**config.mk**
```make
export PLATFORM = sky130hd
export DESIGN_NAME = add64_seq_arb
export DESIGN_NICKNAME = d
export VERILOG_FILES = /design/src/rtl/add64_seq_arb.sv
export SDC_FILE = /design/constraint.sdc
export NUM_CORES = 1
export LEC_CHECK = 0
export ABC_CLOCK_PERIOD_IN_PS = 12410
export CAP_MARGIN = 25
export CORE_ASPECT_RATIO = 1.25
export CORE_MARGIN = 2
export CORE_UTILIZATION = 37
export CTS_CLUSTER_SIZE = 16
export DETAILED_ROUTE_END_ITERATION = 16
export PLACE_DENSITY_LB_ADDON = 0.05
export SYNTH_ARGS = -nofsm -noshare
export SYNTH_HDL_FRONTEND = slang
export SYNTH_SLANG_ARGS = --single-unit
```
**constraint.sdc**
```tcl
create_clock -name clk -period 12.41 [get_ports clk]
set_clock_uncertainty 0.05 [all_clocks]
set_input_delay 3.723 -clock clk [delete_from_list [all_inputs] [get_ports clk]]
set_output_delay 3.723 -clock clk [all_outputs]
set_load 0.05 [all_outputs]
```
**src/rtl/add64_seq_arb.sv**
```systemverilog
// Two-requester round-robin adder: each N-bit sum is produced by one N/2-bit slice
// used twice (low half, then high half), with a registered valid/ready result port.
module add64_seq_arb #(
  parameter int unsigned N = 64
) (
  input  logic         clk,
  input  logic         rst,
  input  logic         req0_valid,
  output logic         req0_ready,
  input  logic [N-1:0] req0_a,
  input  logic [N-1:0] req0_b,
  input  logic         req0_cin,
  input  logic         req1_valid,
  output logic         req1_ready,
  input  logic [N-1:0] req1_a,
  input  logic [N-1:0] req1_b,
  input  logic         req1_cin,
  output logic         res_valid,
  input  logic         res_ready,
  output logic [N-1:0] res_s,
  output logic         res_cout,
  output logic         res_id
);

  localparam int unsigned H = N / 2;

  typedef enum logic [1:0] {StIdle, StLo, StHi, StDone} state_e;

  state_e         state_q, state_d;
  logic           ptr_q, ptr_d;
  logic [N-1:0]   a_q, a_d, b_q, b_d;
  logic           cin_q, cin_d;
  logic           id_q, id_d;
  logic           carry_q, carry_d;
  logic [H-1:0]   s_lo_q, s_lo_d;
  logic [N-1:0]   s_q, s_d;
  logic           cout_q, cout_d;
  logic           rid_q, rid_d;
  logic           rvalid_q, rvalid_d;

  logic           grant0, grant1;
  logic [H-1:0]   sl_a, sl_b;
  logic           sl_c;
  logic [H:0]     sl_sum;

  // The pointer only breaks ties; a lone valid requester always wins.
  always_comb begin
    grant0 = req0_valid & (~req1_valid | ~ptr_q);
    grant1 = req1_valid & (~req0_valid | ptr_q);
  end

  assign req0_ready = (state_q == StIdle) & ~rst & grant0;
  assign req1_ready = (state_q == StIdle) & ~rst & grant1;

  // Shared half-width slice: operand halves selected by the current phase.
  always_comb begin
    if (state_q == StHi) begin
      sl_a = a_q[N-1:H];
      sl_b = b_q[N-1:H];
      sl_c = carry_q;
    end else begin
      sl_a = a_q[H-1:0];
      sl_b = b_q[H-1:0];
      sl_c = cin_q;
    end
    sl_sum = {1'b0, sl_a} + {1'b0, sl_b} + {{H{1'b0}}, sl_c};
  end

  always_comb begin
    state_d  = state_q;
    ptr_d    = ptr_q;
    a_d      = a_q;
    b_d      = b_q;
    cin_d    = cin_q;
    id_d     = id_q;
    carry_d  = carry_q;
    s_lo_d   = s_lo_q;
    s_d      = s_q;
    cout_d   = cout_q;
    rid_d    = rid_q;
    rvalid_d = rvalid_q;
    unique case (state_q)
      StIdle: begin
        if (grant0 | grant1) begin
          a_d     = grant1 ? req1_a : req0_a;
          b_d     = grant1 ? req1_b : req0_b;
          cin_d   = grant1 ? req1_cin : req0_cin;
          id_d    = grant1;
          ptr_d   = grant0;
          state_d = StLo;
        end
      end
      StLo: begin
        s_lo_d  = sl_sum[H-1:0];
        carry_d = sl_sum[H];
        state_d = StHi;
      end
      StHi: begin
        // Result registers update only here so outputs hold between operations.
        s_d      = {sl_sum[H-1:0], s_lo_q};
        cout_d   = sl_sum[H];
        rid_d    = id_q;
        rvalid_d = 1'b1;
        state_d  = StDone;
      end
      StDone: begin
        if (res_ready) begin
          rvalid_d = 1'b0;
          state_d  = StIdle;
        end
      end
      default: state_d = StIdle;
    endcase
  end

  always_ff @(posedge clk) begin
    if (rst) begin
      state_q  <= StIdle;
      ptr_q    <= 1'b0;
      a_q      <= '0;
      b_q      <= '0;
      cin_q    <= 1'b0;
      id_q     <= 1'b0;
      carry_q  <= 1'b0;
      s_lo_q   <= '0;
      s_q      <= '0;
      cout_q   <= 1'b0;
      rid_q    <= 1'b0;
      rvalid_q <= 1'b0;
    end else begin
      state_q  <= state_d;
      ptr_q    <= ptr_d;
      a_q      <= a_d;
      b_q      <= b_d;
      cin_q    <= cin_d;
      id_q     <= id_d;
      carry_q  <= carry_d;
      s_lo_q   <= s_lo_d;
      s_q      <= s_d;
      cout_q   <= cout_d;
      rid_q    <= rid_d;
      rvalid_q <= rvalid_d;
    end
  end

  assign res_valid = rvalid_q;
  assign res_s     = s_q;
  assign res_cout  = cout_q;
  assign res_id    = rid_q;

endmodule

```
Yosys cells after proc, flatten, opt, wreduce, memory -nomap -nowiden
Cells that the tools add are included.

word-level totals
  output and inout bits = 69
  logic and storage cells = 47
  input port bits = 263
  register bits = 233

operators by class
  bitwise operators = 12
  eq/ne operators = 5
  reductions and logical operators = 5
  mux-type cells = 11
  add/subtract/negate cells = 2

operators by type and width
  kind                  count
  $mux W64              2
  $mux W32              2
  $add A32 B32 Y33      1
  $add A33 B1 Y33       1
  $pmux W2 S4           1
  $reduce_and A2 Y1     3
  $and A1 B1 Y1         5
  $eq A2 B2 Y1 const B  2
  $mux W2               2
  $not A1 Y1            4
  $mux W1               3
  $or A1 B1 Y1          3
  $eq A2 B1 Y1 const B  1
  $logic_not A2 Y1      1
  $ne A2 B1 Y1 const B  1
  $ne A2 B2 Y1 const B  1
  $pmux W1 S2           1
  $reduce_bool A2 Y1    1

Depth between registers and ports, before layout
Gate-level depths: netlist of run 1.

  depth in word-level cells = 6
  mapped depth = 16
  gate-level depth less buffers = 13

Worst setup path after synthesis of run 1
Ideal clock, no wire load.

  path kind = input -> output
  start point = input port req0_valid
  end point = output port req1_ready
  data required time = 8637 ps
  stages = 5
  arrival time = 5485 ps
  buffers on the path = 2
  path slack = 3152 ps
  cell sequence = inv_1 > o21ai_1 > clkbuf_1 > buf_2 > nor3b_1

on the way
  longest elaborated chain between the ends = 4

ends and longest elaborated chain
  item           line  text
  from (decl)    8     input logic req0_valid,
  $not A1 Y1     49    grant1 = req1_valid & (~req0_valid | ptr_q);
  $or A1 B1 Y1   49
  $and A1 B1 Y1  49
  $and A1 B1 Y1  53    assign req1_ready = (state_q == StIdle) & ~rst & grant1;
  to (decl)      14    output logic req1_ready,

No other way between the ends.

Final worst setup path of run 1
  start point = input port rst
  end point = output port req0_ready

on the way
  longest elaborated chain between the ends = 3

ends and longest elaborated chain
  item                        line  text
  from (decl)                 7     input logic rst,
  $not A1 Y1                  52    assign req0_ready = (state_q == StIdle) & ~rst & grant0;
  $and A1 B1 Y1 (2 in a row)  52
  to (decl)                   9     output logic req0_ready,

No other way between the ends.

==> summary.md, run 1 <==
| Metric | Value |
|---|---|
| Status | completed |
| Largest net degree at the start of global routing | 260 |
| Wire length per cell | 17.7 um |
| Largest family of logic cells by synthesized area | multiplexers |
| Final worst-path cycle share | 78.6% |
| Die X | 165 um |
| Cell Pwr Density | about 240 mW/mm^2 |
| Dpl cells | 1958 |
| Routability-driven placement congestion ratio | 0.847 |
| Root buf cell | clkbuf_16 |
| #FFs+latches synth | ~230 |
| R2r startpoint | state_q[0] |
| Hold path endpoint | s_lo_q[31] |
| Multiplexer area fraction after synthesis | 21.5% |
| Startpoint types | primary input |
| Register area share after synthesis | roughly two fifths |
| Synth warn | 0 |
| Clk buf depth | 3 |
| Static leakage | 6.69 nW |
| Post-CTS setup buffer count | 0 |
| Worst setup EP type | primary output |
| First DRT Iteration DRCs | 658 |
| Setup CP Type | primary input to primary output |
| DR pass1 iterations | 7 |
| Reg2Reg Depth | 13 |
| Hold_ws | about 420 ps |
| Synth Flop Type | dfxtp_1 |
| I/O Buffers | 331 |
| Cells along the critical path | clkbuf_8 > clkinv_1 > nand3_1 > a21oi_1 > clkdlybuf4s50_1 |
| H-tree depth | 1 |
| Xor/xnor share of the synthesized area | about 1.2% |
| R2r setup slk | 6710 ps |
| Final TNS setup | 0 ps |
| Commonest non-fill, non-tap cells in the layout | clkdlybuf4s50_1 (330), dfxtp_1 (233), nor2_1 (230) |
| Slew Limit Fails | 0 |
| Via count | 10372 |
| Syn avg cell area | 9.15 um^2 |
| Final hold violations | 0 |
| Final setup viols | 0 |
| Compound-Gate Fraction of Synth Area | between 10% and 20% |
| Initial core utilization | 37.6% |
| Adder-Cell Fraction of Synth Area | 3.98% |
| Commonest non-fill, non-tap cell in the layout | clkdlybuf4s50_1 |
| CTS Hold Bufs | 0 |
| Vias in the first global route | 9849 |
| Fin crit period | 9750 ps |
| Synth Instances | 1311 |
| Fillers | 3045 |
| Total gr overflow | 0 |
| Worst Hold Class | register to register |
| Final WL | 35500 um |
| Ports | roughly 330 |
| Clock-pin transition on the worst setup and hold timing paths | 60 ps |
| Antenna violations before repair | 0 |
| Fin cells | 2003 |
| Max-Cap Viols | 0 |
| Critical path data arrival time | roughly 6000 ps |
| Die ar. | 0.0339 mm^2 |
| Seq. cell area | around 0.0047 mm^2 |
| Clk sink count | 233 |
| Number of cell rows | 73 |
| CP delay by family, top | buffers and inverters |
| Total GRT Usage | 20.3% |
| Post-synth top area share | ~39% |
| Worst path slowest cell | clkinv_1 |
| Ant. Diodes | 0 |
| Buf/Inv on CP | 3 |
| Crit Reg-Reg Endpoint | res_s[56] |
| P&R area growth vs syn | 37.2% |
| Unique masters post-synth | 63 |
| Share of cells above drive strength 1 | under 10% |
| Total core area | between 0.03 and 0.04 mm^2 |
| CTS tree | done |
| WHS Path Cells | 2 |
| Hold_sp | s_lo_q[31] |
| Die height | 205 um |
| Via-per-instance ratio | 5.18 |
| Worst path max stage delay | around 740 ps |
| Simple-Gate Fraction of Synth Area | 13.2% |
| Peak fanout along the critical path | 82 |
| Max-slew headroom | 21.6% |
| Area contributors post-synth | dfxtp_1 (39%), mux2i_1 (16%), a211oi_1 (9.1%) |
| Drc violations | 0 |
| Resize count post-CTS | 0 |
| Asr flop ratio synth | 0% |
| First-pass GRT wire length | roughly 54000 um |
| Total power | 3.97 mW |
| Clock latency on the worst-skew pair | 530 ps |
| Required @ worst endpoint | 8640 ps |
| Multi-input combinational cell area | 0.00690 mm^2 |
| Post-synth EDFFs | 0 |
| Mapped Area | 0.0120 mm^2 |
| TritonCTS Buffers | 25 |
| Nets@finish | 1874 |
| Max Fclk | 0.103 GHz |
| Syn Nets | 1611 |
| RSZ-0062 raised after global routing | no |
| Logic depth of the worst setup path including buffers | 5 |
| Yosys top cell by area | dfxtp_1 |
| Final HPWL from detailed placement | 26300 um |
| DRT antenna net count | 0 |
| Peak supply drop | 231 uV |
| Worst slew pin tran | 1180 ps |
-- stage by stage --
stage	worst slack [ps]	utilization, %	cell area [um^2]
global route	2480	51.7	16500
CTS	2600	51.6	16400
global placement	2620	48.7	15500
finish	2660	51.7	16500
floorplan	3150	-	12000
detailed placement	2600	48.7	15500
-- cells in the mapped netlist (3+ instances only) --
cell	n
a211oi_1	145
a21o_1	13
a21oi_1	38
a221oi_1	3
a311oi_1	3
a31oi_1	5
and3_1	3
buf_1	22
buf_2	7
clkbuf_1	75
dfxtp_1	233
ha_1	35
inv_1	18
mux2_2	64
mux2i_1	186
nand2_1	39
nand2b_1	6
nand3_1	23
nand3b_1	4
nand4_1	16
nor2_1	230
nor2b_1	9
nor3_1	13
nor3b_1	3
o2111ai_1	3
o211ai_1	3
o21a_1	15
o21ai_0	18
o21bai_1	7
o311ai_0	8
o31ai_1	5
or3_1	6
xnor2_1	8
xor2_1	8
-- kinds of logic after synthesis --
logic type	after synthesis
fa+ha+maj	37
buf+inv	123
flops	233
mux	250
simple gates	363
compound gates	289
xor+xnor	16
-- worst reg2reg max path: cells and delay by family, from the launching register on --
family	cells	cell delay, ps
AO/OA/AOI/OAI	6	1670
buffers and inverters	3	1550
adder cells (fa/ha/maj)	2	1090
multiplexers	2	890
flip-flops	1	340
-- layout make-up --
cell class                      count  share of cell area, %
Multi-Input combinational cell    955                   41.9
Sequential cell                   233                   28.3
Timing Repair Buffer              340                   20.8
Clock buffer                       29                   4.01
Tap cell                          412                   3.13
Clock inverter                     15                   1.44
Inverter                           19                  0.433
-- state kept, by name (all words and copies together), names as in the netlist --
name	flops
b_q	64
res_id	1
cin_q	1
a_q	64
res_cout	1
state_q	2
res_valid	1
ptr_q	1
id_q	1
s_lo_q	32
carry_q	1
res_s	64
-- how the worst max path moves through the flow --
stage / startpoint / to / slack [ps]
detailed placement: rst / req0_ready / 2600
floorplan: req0_valid / req1_ready / 3150
CTS: rst / req0_ready / 2600
global route: rst / req0_ready / 2480
finish: rst / req0_ready / 2660
global placement: rst / req0_ready / 2620
-- power by group --
part	internal [mW]	switching (mW)
clock	0.506	0.313
combinational	0.791	1.22
sequential	1.00	0.137
total	2.30	1.67
-- routing by layer --
layer,vias up,routed length [um],GRT usage (%)
met4,0,505,3.63
li1,5328,-,-
met2,268,16500,33.4
met1,4740,16700,28.2
met3,36,1780,3.35
met5,-,0,0
(Power assumes the default switching activity.)
==> run 2: changes to the inputs <==
- ABC_CLOCK_PERIOD_IN_PS: 12410 -> 7910
- clock period: 12.41 -> 7.91 ns (I/O delays scaled with it)
==> run 2 against run 1 <==
Via count shrank 1.9%. Final cell count unchanged. Worst hold slack got worse by 7.5 ps. Total power grew 55%. Die area unchanged. Highest routed layer unchanged. Setup slack worse by 1300 ps. Critical endpoint is now req1_ready. Largest cell class unchanged. Non-clock buffer count rose by 1.
==> summary.md, run 2 (same netlist as run 1, synthesis figures left out) <==
| Metric | Value |
|---|---|
| I/O Buffers | 331 (unchanged) |
| M2 GR Usage | 32.2% (-1.2 points) |
| DR pass1 iterations | 5 (-2) |
| Routability-driven placement congestion ratio | 0.862 (+1.8%) |
| P&R area growth vs syn | 37.0% |
| Vias in the first global route | 9734 (-1.2%) |
| R2r setup slk | 3110 ps (-3600 ps) |
| Hold path endpoint | s_lo_q[23] |
| Total gr overflow | 0 (unchanged) |
| Max-Cap Viols | 0 (unchanged) |
| Gate power share | 51.2% (+0.6 points) |
| Worst Hold Class | register to register |
| GR Util met1 | 27.2% (-0.98 points) |
| Reg2Reg Depth | 12 (-1) |
| CTS tree | done |
| Initial core utilization | 37.6% (unchanged) |
| Final TNS setup | 0 ps (unchanged) |
| Die ar. | 0.0339 mm^2 (unchanged) |
| Clk sink count | 233 (unchanged) |
| TritonCTS Buffers | 25 (unchanged) |
| Startpoint types | primary input |
| Share of cells above drive strength 1 | 7.86% (-0.19 points) |
| RSZ-0062 raised after global routing | no |
| P_sw | 2.58 mW (+55%) |
| Switching Share | 42.0% (-0.11 points) |
| Crit Reg-Reg Endpoint | res_s[56] |
| Hold_sp | s_lo_q[23] |
| Ant. Diodes | 0 (unchanged) |
| Final hold violations | 0 (unchanged) |
| Post-CTS setup buffer count | 0 (unchanged) |
| Via count | 10171 (-1.9%) |
| Int Pwr | 3.58 mW (+55%) |
| Fillers | 3091 (+1.5%) |
| Final worst-path cycle share | a little over 80% |
| Wire length per cell | 17.1 um (-3.8%) |
| Drc violations | 0 (unchanged) |
| Commonest non-fill, non-tap cell in the layout | clkdlybuf4s50_1 |
| Total core area | 0.0319 mm^2 (unchanged) |
| Largest net degree at the start of global routing | 184 (-29%) |
| Status | completed |
| Nets@finish | 1875 (+0.053%) |
| Root buf cell | clkbuf_16 |
| Final HPWL from detailed placement | 25700 um (-2.6%) |
| Die X | 165 um (unchanged) |
| Static leakage | 6.68 nW (-0.26%) |
| Final WL | 34200 um (-3.8%) |
| Max Fclk | 0.152 GHz |
| Sequential power share | 28.8% (about the same) |
| Fin crit period | 6570 ps |
| Clk buf depth | 3 (unchanged) |
| Clock Power Share | 20.1% (-0.5 points) |
| Required @ worst endpoint | 5490 ps (-3150 ps) |
| H-tree depth | 1 (unchanged) |
| Critical path data arrival time | 4150 ps (-1830 ps) |
| Max-slew headroom | 31.4% (+9.8 points) |
| Cell Pwr Density | 375 mW/mm^2 (+55%) |
| Via-per-instance ratio | 5.08 (-1.9%) |
| Total GRT Usage | 19.5% (-0.80 points) |
| Resize count post-CTS | 0 (unchanged) |
| Peak fanout along the critical path | 3 (-96%) |
| Number of cell rows | 73 (unchanged) |
| Antenna violations before repair | 0 (unchanged) |
| Post-layout instance area | 0.0164 mm^2 (-0.17%) |
| Worst setup EP type | primary output |
| Commonest non-fill, non-tap cells in the layout | clkdlybuf4s50_1 (330), dfxtp_1 (233), nor2_1 (230) |
| Clock latency on the worst-skew pair | 530 ps (about the same) |
| Setup CP Type | primary input to primary output |
| R2r startpoint | state_q[0] |
| Ports | 332 (unchanged) |
| Die height | 205 um (unchanged) |
| Slew Limit Fails | 0 (unchanged) |
| Area after DPL | 0.0156 mm^2 (+0.18%) |
| WHS Path Cells | 2 (unchanged) |
| Clock-pin transition on the worst setup and hold timing paths | 60 ps (about the same) |
| First DRT Iteration DRCs | 483 (-27%) |
| Grt peak-use layer | met2 |
| Peak supply drop | 186 uV (-19%) |
| Total power | 6.16 mW (+55%) |
| DRT antenna net count | 0 (unchanged) |
| Final setup viols | 0 (unchanged) |
| Worst slew pin tran | 1030 ps (-147 ps) |
| First-pass GRT wire length | 52000 um (-4.2%) |
| CTS Hold Bufs | 0 (unchanged) |
| Met3 Use GR | 2.60% (-0.75 points) |
| Post-layout util | 51.6% (-0.086 points) |
[run 2: changes by cell type in the layout (fill, tap and decap cells not counted)]
cell       before  now
buf_16          1    0
clkinv_2        5    0
buf_12          1    2
clkbuf_8        3    7
buf_4           7    8
inv_6           2    1
clkbuf_1        2    5
bufinv_16       6    4
[run 2: layer usage]
layer | wire [um] | vias up
met5 | 0 | -
met4 | 495 | 0
met3 | 1580 | 38
met2 | 15700 | 263
met1 | 16400 | 4546
li1 | - | 5324
[run 2: through the flow]
step           setup WS [ps]  instances  hold WS [ps]
2_1_floorplan           1350       1311           375
3_3_place_gp            1350       1960           402
3_5_place_dp            1330       1960           407
4_1_cts                 1320       2003           419
5_1_grt                 1230       2003           442
6_report                1340       2003           415
[run 2: cell type report]
type,instances,area [um^2],share of cell area (%)
clock inverters,7,144,0.875
inverters,19,71.3,0.434
well taps,412,515,3.14
multi-input cells,955,6900,42.0
repair buffers,341,3420,20.8
flip-flops and latches,233,4660,28.4
clock buffers,36,727,4.42
[run 2: power groups by stage]
stage / Clock, mW / Sequential [mW] / Combinational, mW
floorplan: 0 / 1.97 / 2.05
global placement: 0 / 1.79 / 3.14
detailed placement: 0 / 1.80 / 3.16
CTS: 1.27 / 1.77 / 3.17
global route: 1.31 / 1.82 / 3.47
finish: 1.24 / 1.77 / 3.15
[run 2: worst max-delay path, cell delays in order]
cell             delay [ps]
clkdlybuf4s50_1         540
o21ai_4                  90
nor3b_1                 280
clkdlybuf4s50_1         860
[run 2: how the worst max path moves through the flow]
stage / from / to / cells past startpoint
3_5_place_dp: req1_valid / req1_ready / 4
5_1_grt: req1_valid / req1_ready / 4
2_1_floorplan: req0_valid / req1_ready / 5
4_1_cts: req1_valid / req1_ready / 4
3_3_place_gp: req1_valid / req1_ready / 4
6_report: req1_valid / req1_ready / 4
